[config.mk]
export PLATFORM = sky130hd
export DESIGN_NAME = clk_en_sched
export DESIGN_NICKNAME = d
export VERILOG_FILES = /design/src/rtl/clk_en_sched.sv
export SDC_FILE = /design/constraint.sdc
export NUM_CORES = 1
export LEC_CHECK = 0
export CAP_MARGIN = 20
export CELL_PAD_IN_SITES_DETAIL_PLACEMENT = 1
export CELL_PAD_IN_SITES_GLOBAL_PLACEMENT = 1
export CORE_MARGIN = 2
export CORE_UTILIZATION = 48
export DETAILED_ROUTE_END_ITERATION = 6
export GPL_TIMING_DRIVEN = 0
export PLACE_DENSITY_LB_ADDON = 0.1
export SLEW_MARGIN = 20
export SYNTH_ARGS = -nofsm -noshare
export SYNTH_HDL_FRONTEND = slang
export SYNTH_SLANG_ARGS = --single-unit
[constraint.sdc]
create_clock -name clk -period 7.1 [get_ports clk]
set_input_delay 1.775 -clock clk [delete_from_list [all_inputs] [get_ports clk]]
set_output_delay 1.775 -clock clk [all_outputs]
set_load 0.005 [all_outputs]
[src/rtl/clk_en_sched.sv]
// clk_en_sched: four programmable tick dividers feeding a round-robin
// arbiter for one shared resource. Each channel counts down from its divide
// value. On expiry it raises a pending tick. A single grant per cycle is
// issued while ready is high. A tick that expires while the previous one is
// still waiting sets a sticky overrun flag.
module clk_en_sched #(
   parameter int unsigned CNT_W = 8
) (
   input  logic             clk,
   input  logic             rst_n,
   input  logic [3:0]       ch_en,
   input  logic             cfg_we,
   input  logic [1:0]       cfg_sel,
   input  logic [CNT_W-1:0] cfg_div,
   input  logic             ready,
   input  logic             ovr_clr,
   output logic [3:0]       gnt,
   output logic             gnt_valid,
   output logic [1:0]       gnt_id,
   output logic [3:0]       pend,
   output logic [3:0]       ovr
);

   logic [CNT_W-1:0] div_q [4];
   logic [CNT_W-1:0] div_d [4];
   logic [CNT_W-1:0] cnt_q [4];
   logic [CNT_W-1:0] cnt_d [4];
   logic [3:0]       pend_q, pend_d;
   logic [3:0]       ovr_q, ovr_d;
   logic [1:0]       ptr_q, ptr_d;

   logic [3:0]       gnt_c;
   logic [1:0]       gnt_id_c;
   logic             gnt_valid_c;
   logic [3:0]       expire;
   logic [3:0]       wr_hit;

   // Round-robin pick: first pending channel at or after ptr, only while ready
   always_comb begin
      logic [1:0] idx;
      gnt_c       = '0;
      gnt_id_c    = '0;
      gnt_valid_c = 1'b0;
      idx         = '0;
      for (int unsigned k = 0; k < 4; k++) begin
         idx = ptr_q + 2'(k);
         if (ready && !gnt_valid_c && pend_q[idx]) begin
            gnt_c[idx]  = 1'b1;
            gnt_id_c    = idx;
            gnt_valid_c = 1'b1;
         end
      end
   end

   // Per-channel counter, pending and overrun next state
   always_comb begin
      pend_d = pend_q;
      ovr_d  = ovr_q & ~{4{ovr_clr}};
      expire = '0;
      wr_hit = '0;
      for (int unsigned i = 0; i < 4; i++) begin
         div_d[i]  = div_q[i];
         cnt_d[i]  = cnt_q[i];
         wr_hit[i] = cfg_we && (cfg_sel == 2'(i));
         if (wr_hit[i]) begin
            // A config write wins over every other update and drops any
            // outstanding tick without flagging an overrun.
            div_d[i]  = cfg_div;
            cnt_d[i]  = cfg_div;
            pend_d[i] = 1'b0;
         end else if (!ch_en[i]) begin
            cnt_d[i]  = div_q[i];
            pend_d[i] = 1'b0;
         end else if (cnt_q[i] != '0) begin
            cnt_d[i] = cnt_q[i] - CNT_W'(1);
            if (gnt_c[i]) begin
               pend_d[i] = 1'b0;
            end
         end else begin
            // Expiry re-arms pend even when this channel is being granted now,
            // so a back-to-back tick is kept rather than counted as overrun.
            cnt_d[i]  = div_q[i];
            expire[i] = 1'b1;
            pend_d[i] = 1'b1;
            if (pend_q[i] && !gnt_c[i]) begin
               ovr_d[i] = 1'b1;
            end
         end
      end
   end

   // Pointer advances past the channel just granted
   always_comb begin
      ptr_d = ptr_q;
      if (gnt_valid_c) begin
         ptr_d = gnt_id_c + 2'd1;
      end
   end

   // State registers with asynchronous active-low reset
   always_ff @(posedge clk or negedge rst_n) begin
      if (!rst_n) begin
         for (int unsigned i = 0; i < 4; i++) begin
            div_q[i] <= '0;
            cnt_q[i] <= '0;
         end
         pend_q <= '0;
         ovr_q  <= '0;
         ptr_q  <= '0;
      end else begin
         for (int unsigned i = 0; i < 4; i++) begin
            div_q[i] <= div_d[i];
            cnt_q[i] <= cnt_d[i];
         end
         pend_q <= pend_d;
         ovr_q  <= ovr_d;
         ptr_q  <= ptr_d;
      end
   end

   assign gnt       = gnt_c;
   assign gnt_valid = gnt_valid_c;
   assign gnt_id    = gnt_id_c;
   assign pend      = pend_q;
   assign ovr       = ovr_q;

endmodule
# ---- After elaboration in Yosys (flattened, before gate mapping)
# Index checks and enable logic that the tools add are counted.
# Widths: inputs -> output; s select.
dict set report classes {
  addsub 8
  order_cmp 8
  eq_ne 7
  n_mux 72
  bitwise_logic 5
  n_reduce_logical 31
}
# op count
set op_table {}
lappend op_table {{$mux 8} 12}
lappend op_table {{$mux 1} 44}
lappend op_table {{$reduce_bool 8->1} 4}
lappend op_table {{$sub 8x1->8 const B} 4}
lappend op_table {{$logic_and 1x1->1} 19}
lappend op_table {{$mux 4} 4}
lappend op_table {{$ne 4x4->1 const B} 4}
lappend op_table {{$lt 2x3->1 const B} 4}
lappend op_table {{$or 4x4->4} 3}
lappend op_table {{$bmux 1 s2} 4}
lappend op_table {{$demux 1 s2} 4}
lappend op_table {{$ge 2x1->1 const B} 4}
lappend op_table {{$mux 2} 4}
lappend op_table {{$logic_not 1->1} 7}
lappend op_table {{$add 2x1->2 const B} 2}
lappend op_table {{$add 2x2->2 const B} 2}
lappend op_table {{$and 4x4->4} 1}
lappend op_table {{$eq 2x2->1 const B} 2}
lappend op_table {{$not 4->4} 1}
lappend op_table {{$eq 2x1->1 const B} 1}
lappend op_table {{$logic_not 2->1} 1}
dict set report totals {
  reg_bits 74
  in_bits 19
}

# ---- Logic depth before layout (Yosys ltp)
# Gate-level depths: netlist of the first run.
dict set report logic_depth {
  word_depth 22
  depth_mapped 10
  ltp_nobuf 8
}

# ---- Worst setup path after synthesis of the first run
# No wires, ideal clock.
dict set report synth_path {
  kind {input -> output}
  start {input ready}
  end {output gnt_id[0]}
  t_arrival_ps 2530
  setup_slack_ps 2795
  stages 4
  cell_sequence {inv_1 > nor3b_2 > o31ai_1 > o31a_1}
}
dict set report synth_via {
  elab_chain_cells 14
}
# item line_no
set synth_rtl {}
lappend synth_rtl {{start: declaration} 15} ;# input logic ready,
lappend synth_rtl {{$logic_and 1x1->1} 47} ;# if (ready && !gnt_valid_c && pend_q[idx]) begin
lappend synth_rtl {{$mux 1} 47}
lappend synth_rtl {{$logic_not 1->1} 47}
lappend synth_rtl {{$logic_and 1x1->1 (2 in series)} 47}
lappend synth_rtl {{$mux 1} 47}
lappend synth_rtl {{$logic_not 1->1} 47}
lappend synth_rtl {{$logic_and 1x1->1 (2 in series)} 47}
lappend synth_rtl {{$mux 1} 47}
lappend synth_rtl {{$logic_not 1->1} 47}
lappend synth_rtl {{$logic_and 1x1->1 (2 in series)} 47}
lappend synth_rtl {{$mux 2 (*)} 47}
lappend synth_rtl {{end: declaration} 19} ;# output logic [1:0] gnt_id,
# Mark *: on every way between the ends. The rest lies on a longest branch, timed or not.

# ---- Worst setup path after layout of the first run
dict set report layout_path {
  start {register ptr_q[1]}
  end {output gnt[2]}
}
dict set report layout_via {
  elab_chain_cells 16
}
# item line_no
set layout_rtl {}
lappend layout_rtl {{start: declaration} 30} ;# logic [1:0] ptr_q, ptr_d;
lappend layout_rtl {{start signal: assignment} 117} ;# ptr_q <= ptr_d;
lappend layout_rtl {{parallel branches: the longest is 15 deep, another holds $lt 2x3->1} n/a}
lappend layout_rtl {{$mux 4 (*)} 47}
lappend layout_rtl {{end: declaration} 17} ;# output logic [3:0] gnt,
# Every way passes the cells marked *. The select of a mux whose other input is x is not followed.

==> results.sh, run 1 <==
export IMPL_hold_path_endpoint="div_q[17]$_DFFE_PN0P_"
export IMPL_min_path_type="register to register"
export IMPL_postLayoutCellArea_sq_um=4810
export IMPL_groute_layer_met1_usage_pct=33.6
export IMPL_first_global_vias=3942
export IMPL_synth_top_area_share_pct=44.8
export IMPL_worst_ir_drop_vdd_mv=0.166
export IMPL_reg2reg_depth=9
export IMPL_post_cts_resized=0
export IMPL_coreArea_sq_um=8300
export IMPL_grt_start_max_net_pins=40
export IMPL_postSynthAreaPerCell_sq_um=8.55
export IMPL_hold_path_depth=2
export IMPL_most_repeated_cell_in_the_gate_level_netlist_after_synthesis="nand2_1"
export IMPL_r2r_slack_ns=3.83
export IMPL_placed_cell_areas_sq_um=4600
export IMPL_critical_path_class="register to primary output"
export IMPL_cp_required_ns=5.33
export IMPL_critical_path_startpoint_type="register"
export IMPL_critical_path_reg2reg_endpoint="ptr_q[1]$_DFFE_PN0P_"
export IMPL_count_of_maximum_capacitance_violations=0
export IMPL_cts_setup_buffers=0
export IMPL_min_period_over_period_pct=78.9
export IMPL_grt_antenna_before_repair=0
export IMPL_numPortBuffers=32
export IMPL_clock_sinks=74
export IMPL_cts_tree="built"
export IMPL_rsz0062_at_grt="no"
export IMPL_fin_crit_ns=5.60
export IMPL_finalNonFillerCells=637
export IMPL_vias=3634
export IMPL_ctsHoldBuffers=0
export IMPL_die_outline_area_sq_um=9370
export IMPL_syn_cell_area_sq_um=4130
export IMPL_num_antenna_cells=0
export IMPL_series_of_cell_instances_along_the_critical_path="clkbuf_1 -> inv_1 -> ha_1 -> mux4_2 -> nor2b_1 -> a22oi_1 -> o211ai_1 -> clkdlybuf4s50_1"
export IMPL_relSlewSlack_pct=33.4
export IMPL_ys_ff_latch=74
export IMPL_clock_skew_final_ns=0.0177
export IMPL_placed_cells_incl_taps=621
export IMPL_viasPerCell=5.70
export IMPL_fin_nets=562
export IMPL_ys_async_sr_fraction_pct=100
export IMPL_critPathTopFamily="buffers and inverters"
export IMPL_total_leakage_power_nw=2.21
export IMPL_placementRows=33
export IMPL_worstPathArrival_ns=3.82
export IMPL_critical_path_endpoint_type="primary output"
export IMPL_gr_usage_met2_pct=44.8
export IMPL_finalHoldViolations=0
export IMPL_tritoncts_num_buffers=9
export IMPL_grt_busiest_layer="met2"
export IMPL_total_length_of_routed_wires_mm=11.6
export IMPL_timing_hold_worst_start="div_q[17]$_DFFE_PN0P_"
export IMPL_ys_flop_type="dfrtp_1"
export IMPL_floorplan_die_height_um=96.8
export IMPL_drt_antenna_net_count=0
export IMPL_seq_area_frac_synth_pct=44.8
export IMPL_timing_critical_path_slowest_stage_cell="mux4_2"
export IMPL_worst_margin_slew_ns=0.998
export IMPL_initial_core_util_pct=49.8
export IMPL_synth_fp_nets=518
export IMPL_critical_path_cell_count=8
export IMPL_synth_cells_most_frequent="nand2_1 (124), dfrtp_1 (74), nor2_1 (44)"
export IMPL_ios=34
export IMPL_clock_latency_on_the_worst_skew_pair_ns=0.36
export IMPL_clk_pin_slew_worst_paths_ns=0.09
export IMPL_globalplace_congestion=0.855
export IMPL_wire_per_inst_um=18.3
export IMPL_yosysWarningCount=0
export IMPL_timing_max_transition_violations_final=0
export IMPL_place_detailed_hpwl_mm=8.53
export IMPL_fill_cell_count=1014
export IMPL_critical_path_peak_fanout=8
export IMPL_yosysTopAreaCell="dfrtp_1"
export IMPL_clk_path_buf_depth=2
export IMPL_grt_ovfl_total=0
export IMPL_synth_enable_flop_cells=0
export IMPL_reg2reg_from="ptr_q[1]$_DFFE_PN0P_"
export IMPL_timing_final_setup_violations=0
export IMPL_detailedRoute_firstIterationViolations=143
export IMPL_grt_first_pass_wirelength_mm=19.8
export IMPL_first_pass_iteration_count_of_the_detailed_router=4
export IMPL_cp_num_buf_inv=3
export IMPL_final_core_area_utilization_pct=58.0
export IMPL_global_route_usage_met3_pct=5.49
export IMPL_layout_cell_share_with_drive_strength_beyond_1_pct=6.20
export IMPL_ctsRootBufferMaster="clkbuf_8"
export IMPL_setup_tns_final_ns=0
export IMPL_setup_slack_ns=1.50
export IMPL_syn_inst=483
export IMPL_power_density_nw_per_um2=316
export IMPL_die_x_um=96.8
export IMPL_cts_max_level=3
export IMPL_drc_errors=0
export IMPL_area_growth_syn_to_layout_pct=16.4
export IMPL_achievable_frequency_mhz=179
export IMPL_post_place_ws_ns=1.55
export IMPL_timing_critical_path_slowest_cell_delay_ns=0.60
export IMPL_globalRouteTotalUtil_pct=26.7
export IMPL_synthDistinctLibCells=47
export IMPL_synth_top_cells_by_area="dfrtp_1 (45%), nand2_1 (11%), ha_1 (4.8%)"
export IMPL_run_status="finished, final reports clean"
==> tightest hold or removal path: stages, from the launching register on <==
cell	delay (ns)
dfrtp_1	0.35
nand2_1	0.05
nand2_1	0.05
==> placed cells by master, fill, tap and decap left out, types with 3 or more instances in the layout <==
| cell type | synthesis | layout |
|---|---|---|
| a211o_1 | 3 | 3 |
| a21oi_1 | 37 | 37 |
| and3_1 | 3 | 3 |
| buf_2 | 5 | 5 |
| clkbuf_1 | 13 | 13 |
| clkbuf_8 | 0 | 10 |
| clkdlybuf4s50_1 | 0 | 31 |
| dfrtp_1 | 74 | 74 |
| ha_1 | 16 | 16 |
| inv_1 | 16 | 16 |
| mux2i_1 | 3 | 3 |
| mux4_2 | 3 | 3 |
| nand2_1 | 124 | 124 |
| nand2b_1 | 5 | 5 |
| nand3_1 | 12 | 12 |
| nand3b_1 | 6 | 6 |
| nor2_1 | 44 | 44 |
| nor2b_1 | 7 | 7 |
| nor3_1 | 5 | 5 |
| nor4_1 | 4 | 4 |
| o211ai_1 | 4 | 4 |
| o21ai_0 | 11 | 11 |
| o21ai_1 | 23 | 23 |
| o22ai_1 | 4 | 4 |
| o31ai_1 | 3 | 3 |
| o32ai_1 | 3 | 3 |
| or3b_1 | 6 | 6 |
| xnor2_1 | 9 | 9 |
| xor2_1 | 12 | 12 |
==> registers in the layout (all words and copies together), names as in the netlist <==
register  count
ptr_q         2
pend          4
cnt_q        32
div_q        32
ovr           4
==> area by class of cell <==
cell class                 instances  area (sq um)  area share (%)
clock buffer                      10           138            2.86
inverter                          16          60.1            1.25
buffer                            21           104            2.16
sequential                        74          1850            38.5
clock inverter                     6          72.6            1.51
tap                              105           131            2.73
multi-input combinational        372          2120            44.0
timing repair buffer              33           338            7.02
==> worst max path at each step <==
stage | slack (ns) | endpoint | start
after floorplan | 2.79 | gnt_id[0] | ready
after global placement | 1.57 | div_q[17]$_DFFE_PN0P_ | rst_n
after detailed placement | 1.55 | gnt[2] | ready
after CTS | 1.51 | gnt[2] | ptr_q[1]$_DFFE_PN0P_
after global routing | 1.29 | gnt_id[0] | ptr_q[1]$_DFFE_PN0P_
final | 1.50 | gnt[2] | ptr_q[1]$_DFFE_PN0P_
==> layer usage <==
metal	part of all wire, %	vias up
met5	0	-
met4	3.4	0
met3	3.2	26
met2	50	76
met1	43	1804
li1	-	1728
==> kinds of logic (layout without fill, tap and decap cells) <==
logic type | Yosys count | in the layout | synth area share [%]
flops | 74 | 74 | 44.8
compound gates | 101 | 101 | 14.7
buf+inv | 37 | 86 | 3.97
simple gates | 228 | 228 | 24.9
mux | 6 | 6 | 2.36
fa+ha+maj | 16 | 16 | 4.85
xor+xnor | 21 | 21 | 4.45
==> report_power, final <==
group	total, mW	internal, mW	switching (mW)
logic	0.564	0.249	0.315
clock network	0.352	0.176	0.176
registers	0.602	0.517	0.0854
total	1.52	0.942	0.577
==> per-stage QoR <==
stage          total power [mW]  hold slack (ns)
2_1_floorplan             0.994            0.446
3_3_place_gp               1.13            0.459
3_5_place_dp               1.17            0.464
4_1_cts                    1.53            0.485
5_1_grt                    1.64            0.512
6_report                   1.52            0.482
No activity file was read; power rests on OpenSTA's default activity.
==> run 2, diff against run 1 <==
--- a/config.mk
+++ b/config.mk
@@ -9,7 +9,7 @@
 export CELL_PAD_IN_SITES_DETAIL_PLACEMENT = 1
 export CELL_PAD_IN_SITES_GLOBAL_PLACEMENT = 1
 export CORE_MARGIN = 2
-export CORE_UTILIZATION = 48
+export CORE_UTILIZATION = 40
 export DETAILED_ROUTE_END_ITERATION = 6
 export GPL_TIMING_DRIVEN = 0
 export PLACE_DENSITY_LB_ADDON = 0.1
==> constraint.sdc (replaced) <==
create_clock -name clk -period 4.95 [get_ports clk]
set_input_delay 1.2375 -clock clk [delete_from_list [all_inputs] [get_ports clk]]
set_output_delay 1.2375 -clock clk [all_outputs]
set_load 0.005 [all_outputs]
==> run 2 against run 1 <==
Net effect: non-clock buffer count rose by 2; worst hold slack got worse by 0.0055 ns; combinational power rose by 44%; critical path depth rose by 1; power rose by 37%; via count fell by 1.2%; worst setup slack got worse by 1.3 ns; cell count rose by 5.0%.
==> results.sh, run 2 (synthesized netlist as in run 1, its figures left out) <==
export IMPL_critical_path_startpoint_type="register"
export IMPL_clock_skew_final_ns=0.00915
export IMPL_die_x_um=106
export IMPL_numPortBuffers=32
export IMPL_grt_busiest_layer="met2"
export IMPL_drc_errors=0
export IMPL_setup_slack_ns=0.186
export IMPL_drt_antenna_net_count=0
export IMPL_biggestRegsByFlops="cnt_q x32, div_q x32"
export IMPL_grt_ovfl_total=0
export IMPL_finalNonFillerCells=669
export IMPL_relSlewSlack_pct=35.7
export IMPL_critical_path_startpoint="ptr_q[0]$_DFFE_PN0P_"
export IMPL_num_antenna_cells=0
export IMPL_globalplace_congestion=0.847
export IMPL_total_leakage_power_nw=2.20
export IMPL_clk_path_buf_depth=2
export IMPL_coreArea_sq_um=10200
export IMPL_worst_margin_slew_ns=0.963
export IMPL_ios=34
export IMPL_placementRows=37
export IMPL_achievable_frequency_mhz=210
export IMPL_worst_ir_drop_vdd_mv=0.204
export IMPL_critical_path_class="register to primary output"
export IMPL_global_route_usage_met3_pct=5.19
export IMPL_grt_first_pass_wirelength_mm=18.8
export IMPL_r2r_slack_ns=1.96
export IMPL_run_status="finished, final reports clean"
export IMPL_globalRouteTotalUtil_pct=21.9
export IMPL_cts_tree="built"
export IMPL_floorplan_die_height_um=106
export IMPL_worstPathArrival_ns=3.53
export IMPL_clk_pin_slew_worst_paths_ns=0.08
export IMPL_final_core_area_utilization_pct=47.4
export IMPL_tritoncts_num_buffers=9
export IMPL_place_detailed_hpwl_mm=8.33
export IMPL_first_global_vias=3717
export IMPL_post_place_ws_ns=0.219
export IMPL_setup_tns_final_ns=0
export IMPL_timing_max_transition_violations_final=0
export IMPL_grt_start_max_net_pins=39
export IMPL_min_path_type="register to register"
export IMPL_fill_cell_count=1220
export IMPL_total_power_mw=2.08
export IMPL_crit_path_end="gnt_id[0]"
export IMPL_finalHoldViolations=0
export IMPL_min_period_over_period_pct=96.2
export IMPL_critical_path_peak_fanout=10
export IMPL_clock_latency_on_the_worst_skew_pair_ns=0.36
export IMPL_first_pass_iteration_count_of_the_detailed_router=4
export IMPL_initial_core_util_pct=40.6
export IMPL_layout_cell_share_with_drive_strength_beyond_1_pct=6.94
export IMPL_reg2reg_from="ptr_q[0]$_DFFE_PN0P_"
export IMPL_power_density_nw_per_um2=430
export IMPL_viasPerCell=5.37
export IMPL_wire_per_inst_um=16.9
export IMPL_fin_nets=564
export IMPL_reg2reg_depth=10
export IMPL_vias=3590
export IMPL_count_of_maximum_capacitance_violations=0
export IMPL_detailedRoute_firstIterationViolations=116
export IMPL_cts_max_level=3
export IMPL_clock_sinks=74
export IMPL_area_growth_syn_to_layout_pct=16.9
export IMPL_fin_crit_ns=4.76
export IMPL_ctsRootBufferMaster="clkbuf_8"
export IMPL_groute_layer_met1_usage_pct=29.1
export IMPL_die_outline_area_sq_um=11200
export IMPL_layout_commonest_cell="nand2_1"
export IMPL_gr_usage_met2_pct=34.2
export IMPL_cp_required_ns=3.71
export IMPL_layout_cells_most_common_list="nand2_1 (124), dfrtp_1 (73), nor2_1 (44), a21oi_1 (37), clkdlybuf4s50_1 (31)"
export IMPL_total_length_of_routed_wires_mm=11.3
export IMPL_rsz0062_at_grt="no"
export IMPL_placed_cells_incl_taps=652
export IMPL_critical_path_reg2reg_endpoint="ptr_q[1]$_DFFE_PN0P_"
export IMPL_timing_final_setup_violations=0
export IMPL_grt_antenna_before_repair=0
export IMPL_critical_path_endpoint_type="primary output"
-- run 2: cell types whose count changed in the layout (fill, tap and decap cells not counted), moves of 2 or more --
cell	before	now
clkinv_2	0	4
buf_4	2	4
clkinv_4	2	0
inv_6	2	0
-- run 2: how the worst min path moves through the flow --
stage | startpoint | endpoint | slack, ns | cells past startpoint
after CTS | div_q[19]$_DFFE_PN0P_ | div_q[19]$_DFFE_PN0P_ | 0.48 | 2
after global placement | div_q[26]$_DFFE_PN0P_ | div_q[26]$_DFFE_PN0P_ | 0.46 | 2
after global routing | div_q[25]$_DFFE_PN0P_ | div_q[25]$_DFFE_PN0P_ | 0.50 | 2
final | div_q[19]$_DFFE_PN0P_ | div_q[19]$_DFFE_PN0P_ | 0.48 | 2
after floorplan | div_q[24]$_DFFE_PN0P_ | div_q[24]$_DFFE_PN0P_ | 0.45 | 2
after detailed placement | div_q[19]$_DFFE_PN0P_ | div_q[19]$_DFFE_PN0P_ | 0.46 | 2
-- run 2: repair_timing --
action,CTS,global route
pin swaps,1,0
hold buffers,0,0
endpoints found under the setup margin,4,3
gates resized for setup,4,3
buffers inserted,2,0
-- run 2: area by class of cell --
| class | count | area (sq um) | share of cell area [%] |
|---|---|---|---|
| sequential | 74 | 1850 | 38.4 |
| buffer | 21 | 108 | 2.23 |
| clock buffer | 11 | 131 | 2.72 |
| clock inverter | 4 | 20.0 | 0.414 |
| inverter | 16 | 60.1 | 1.24 |
| multi-input combinational | 372 | 2140 | 44.2 |
| timing repair buffer | 35 | 353 | 7.30 |
| tap | 136 | 170 | 3.52 |
-- run 2: metrics by stage --
stage	cell area [sq um]	hold slack, ns
6_report	4830	0.477
5_1_grt	4830	0.502
4_1_cts	4810	0.482
3_5_place_dp	4640	0.464
3_3_place_gp	4620	0.459
2_1_floorplan	4130	0.446
-- run 2: critical path, cell delays in order (launching register included) --
cell,delay (ns)
dfrtp_2,0.44
buf_6,0.17
clkbuf_4,0.23
inv_1,0.16
ha_4,0.35
mux4_2,0.56
nor3b_2,0.24
o31ai_2,0.28
o31a_1,0.23
clkdlybuf4s50_1,0.51
-- run 2: report_power, final --
group	switching (mW)	internal [mW]
Sequential	0.122	0.743
Combinational	0.442	0.370
Clock	0.225	0.176
Total	0.789	1.29
-- run 2: layer usage --
| metal | vias to the layer above | part of all wire (%) |
|---|---|---|
| met5 | - | 0 |
| met4 | 0 | 3.2 |
| met3 | 24 | 4.0 |
| met2 | 68 | 46 |
| met1 | 1764 | 47 |
| li1 | 1734 | - |
==> run 3, diff against run 2 <==
--- a/config.mk
+++ b/config.mk
@@ -11,7 +11,6 @@
 export CORE_MARGIN = 2
 export CORE_UTILIZATION = 40
 export DETAILED_ROUTE_END_ITERATION = 6
-export GPL_TIMING_DRIVEN = 0
 export PLACE_DENSITY_LB_ADDON = 0.1
 export SLEW_MARGIN = 20
 export SYNTH_ARGS = -nofsm -noshare
==> run 3 against run 2 <==
Net effect: sequential share of layout area grew 0.88 points; global-route usage shrank 0.52 points; non-clock buffer count is 20 lower; critical path type unchanged; maximum frequency grew 1.7%; die area unchanged; via count is 3.6% lower; largest cell class unchanged; critical endpoint is now gnt[2]; register-to-register slack better by 0.03 ns; critical path depth shrank 2; cell area shrank 2.3%; clock power increased by 7.0%; combinational power down 5.7%.
==> results.sh, run 3 (synthesized netlist as in run 1, its figures left out) <==
export IMPL_layout_cell_share_with_drive_strength_beyond_1_pct=5.06
export IMPL_first_global_vias=3551
export IMPL_vias=3462
export IMPL_reg2reg_depth=8
export IMPL_min_path_type="register to register"
export IMPL_power_switching_fraction_pct=38.0
export IMPL_tritoncts_num_buffers=9
export IMPL_internal_power_mw=1.28
export IMPL_finalHoldViolations=0
export IMPL_worst_margin_slew_ns=1.06
export IMPL_reg2reg_from="ptr_q[1]$_DFFE_PN0P_"
export IMPL_critical_path_startpoint_type="register"
export IMPL_layout_commonest_cell="nand2_1"
export IMPL_post_place_ws_ns=0.614
export IMPL_cts_max_level=3
export IMPL_total_power_mw=2.06
export IMPL_grt_ovfl_total=0
export IMPL_relSlewSlack_pct=29.1
export IMPL_power_density_nw_per_um2=437
export IMPL_fin_crit_ns=4.69
export IMPL_hold_path_depth=2
export IMPL_clockPowerShare_pct=20.8
export IMPL_ctsRootBufferMaster="clkbuf_8"
export IMPL_worst_ir_drop_vdd_mv=0.177
export IMPL_numPortBuffers=33
export IMPL_postLayoutCellArea_sq_um=4720
export IMPL_ios=34
export IMPL_rsz0062_at_grt="no"
export IMPL_viasPerCell=5.33
export IMPL_seq_power_share_pct=42.1
export IMPL_clock_latency_on_the_worst_skew_pair_ns=0.35
export IMPL_pwr_share_comb_pct=37.2
export IMPL_r2r_slack_ns=1.99
export IMPL_grt_start_max_net_pins=75
export IMPL_critical_path_class="register to primary output"
export IMPL_floorplan_die_height_um=106
export IMPL_worst_hold_slack_ns=0.479
export IMPL_detailedRoute_firstIterationViolations=97
export IMPL_post_cts_resized=0
export IMPL_timing_hold_worst_start="div_q[4]$_DFFE_PN0P_"
export IMPL_initial_core_util_pct=40.6
export IMPL_total_leakage_power_nw=2.15
export IMPL_critical_path_endpoint_type="primary output"
export IMPL_drt_antenna_net_count=0
export IMPL_worstPathArrival_ns=3.45
export IMPL_hold_path_endpoint="div_q[4]$_DFFE_PN0P_"
export IMPL_fin_nets=544
export IMPL_clock_skew_final_ns=0.0128
export IMPL_biggestRegsByFlops="cnt_q x32, div_q x32"
export IMPL_placed_cell_areas_sq_um=4550
export IMPL_run_status="finished, final reports clean"
export IMPL_timing_max_transition_violations_final=0
export IMPL_critical_path_reg2reg_endpoint="ptr_q[1]$_DFFE_PN0P_"
export IMPL_setup_tns_final_ns=0
export IMPL_die_outline_area_sq_um=11200
export IMPL_globalplace_congestion=0.852
export IMPL_critical_path_peak_fanout=12
export IMPL_globalRouteTotalUtil_pct=21.3
export IMPL_fill_cell_count=1244
export IMPL_area_growth_syn_to_layout_pct=14.2
export IMPL_drc_errors=0
export IMPL_total_length_of_routed_wires_mm=11.1
export IMPL_critical_path_startpoint="ptr_q[1]$_DFFE_PN0P_"
export IMPL_coreArea_sq_um=10200
export IMPL_place_detailed_hpwl_mm=7.95
export IMPL_cts_setup_buffers=0
export IMPL_first_pass_iteration_count_of_the_detailed_router=4
export IMPL_count_of_maximum_capacitance_violations=0
export IMPL_min_period_over_period_pct=94.7
export IMPL_p_sw_mw=0.785
export IMPL_setup_slack_ns=0.264
export IMPL_grt_antenna_before_repair=0
export IMPL_timing_final_setup_violations=0
export IMPL_num_antenna_cells=0
export IMPL_wire_per_inst_um=17.0
export IMPL_clk_path_buf_depth=2
export IMPL_clk_pin_slew_worst_paths_ns=0.09
export IMPL_placementRows=37
export IMPL_die_x_um=106
export IMPL_grt_first_pass_wirelength_mm=18.5
export IMPL_ctsHoldBuffers=0
export IMPL_achievable_frequency_mhz=213
export IMPL_cp_required_ns=3.71
export IMPL_cts_tree="built"
export IMPL_layout_cells_most_common_list="nand2_1 (124), dfrtp_1 (74), nor2_1 (44), a21oi_1 (37), clkdlybuf4s50_1 (32)"
export IMPL_clock_sinks=74
[run 3: layout make-up]
type	count	area, sq um	share of cell area [%]
Tap cell	136	170	3.61
Inverter	16	60.1	1.27
Multi-Input combinational cell	372	2120	44.8
Sequential cell	74	1850	39.2
Timing Repair Buffer	36	350	7.42
Clock buffer	11	141	3.00
Clock inverter	5	30.0	0.636
[run 3: stage by stage]
step | util (%) | instances
global placement | 44.7 | 634
floorplan | - | 483
finish | 46.3 | 650
CTS | 46.3 | 650
global route | 46.3 | 650
detailed placement | 44.7 | 634
[run 3: worst max-delay path by stage]
stage           endpoint  slack [ns]  depth (start not counted)
2_1_floorplan  gnt_id[0]        1.26                          8
3_3_place_gp      gnt[2]        0.61                          6
3_5_place_dp      gnt[2]        0.61                          6
4_1_cts           gnt[2]        0.25                          7
5_1_grt           gnt[2]        0.01                          7
6_report          gnt[2]        0.26                          7
[run 3: routing by layer]
layer,vias up,wire length [um],global-route usage (%)
li1,1687,-,-
met1,1724,5260,29.0
met2,44,5340,35.0
met3,7,368,4.14
met4,0,108,5.73
met5,-,0,0
[run 3: power groups by stage]
stage	combinational (mW)	sequential [mW]	clock [mW]
finish	0.767	0.868	0.429
global route	0.871	0.892	0.468
CTS	0.776	0.870	0.444
detailed placement	0.770	0.879	0
global placement	0.756	0.872	0
floorplan	0.586	0.840	0
[run 3: worst max-delay path, stage by stage, from the launching register on]
cell	delay, ns
dfrtp_1	0.59
inv_1	0.21
ha_1	0.44
mux4_2	0.57
nor2b_1	0.28
a22oi_1	0.12
o211ai_1	0.31
clkdlybuf4s50_1	0.57
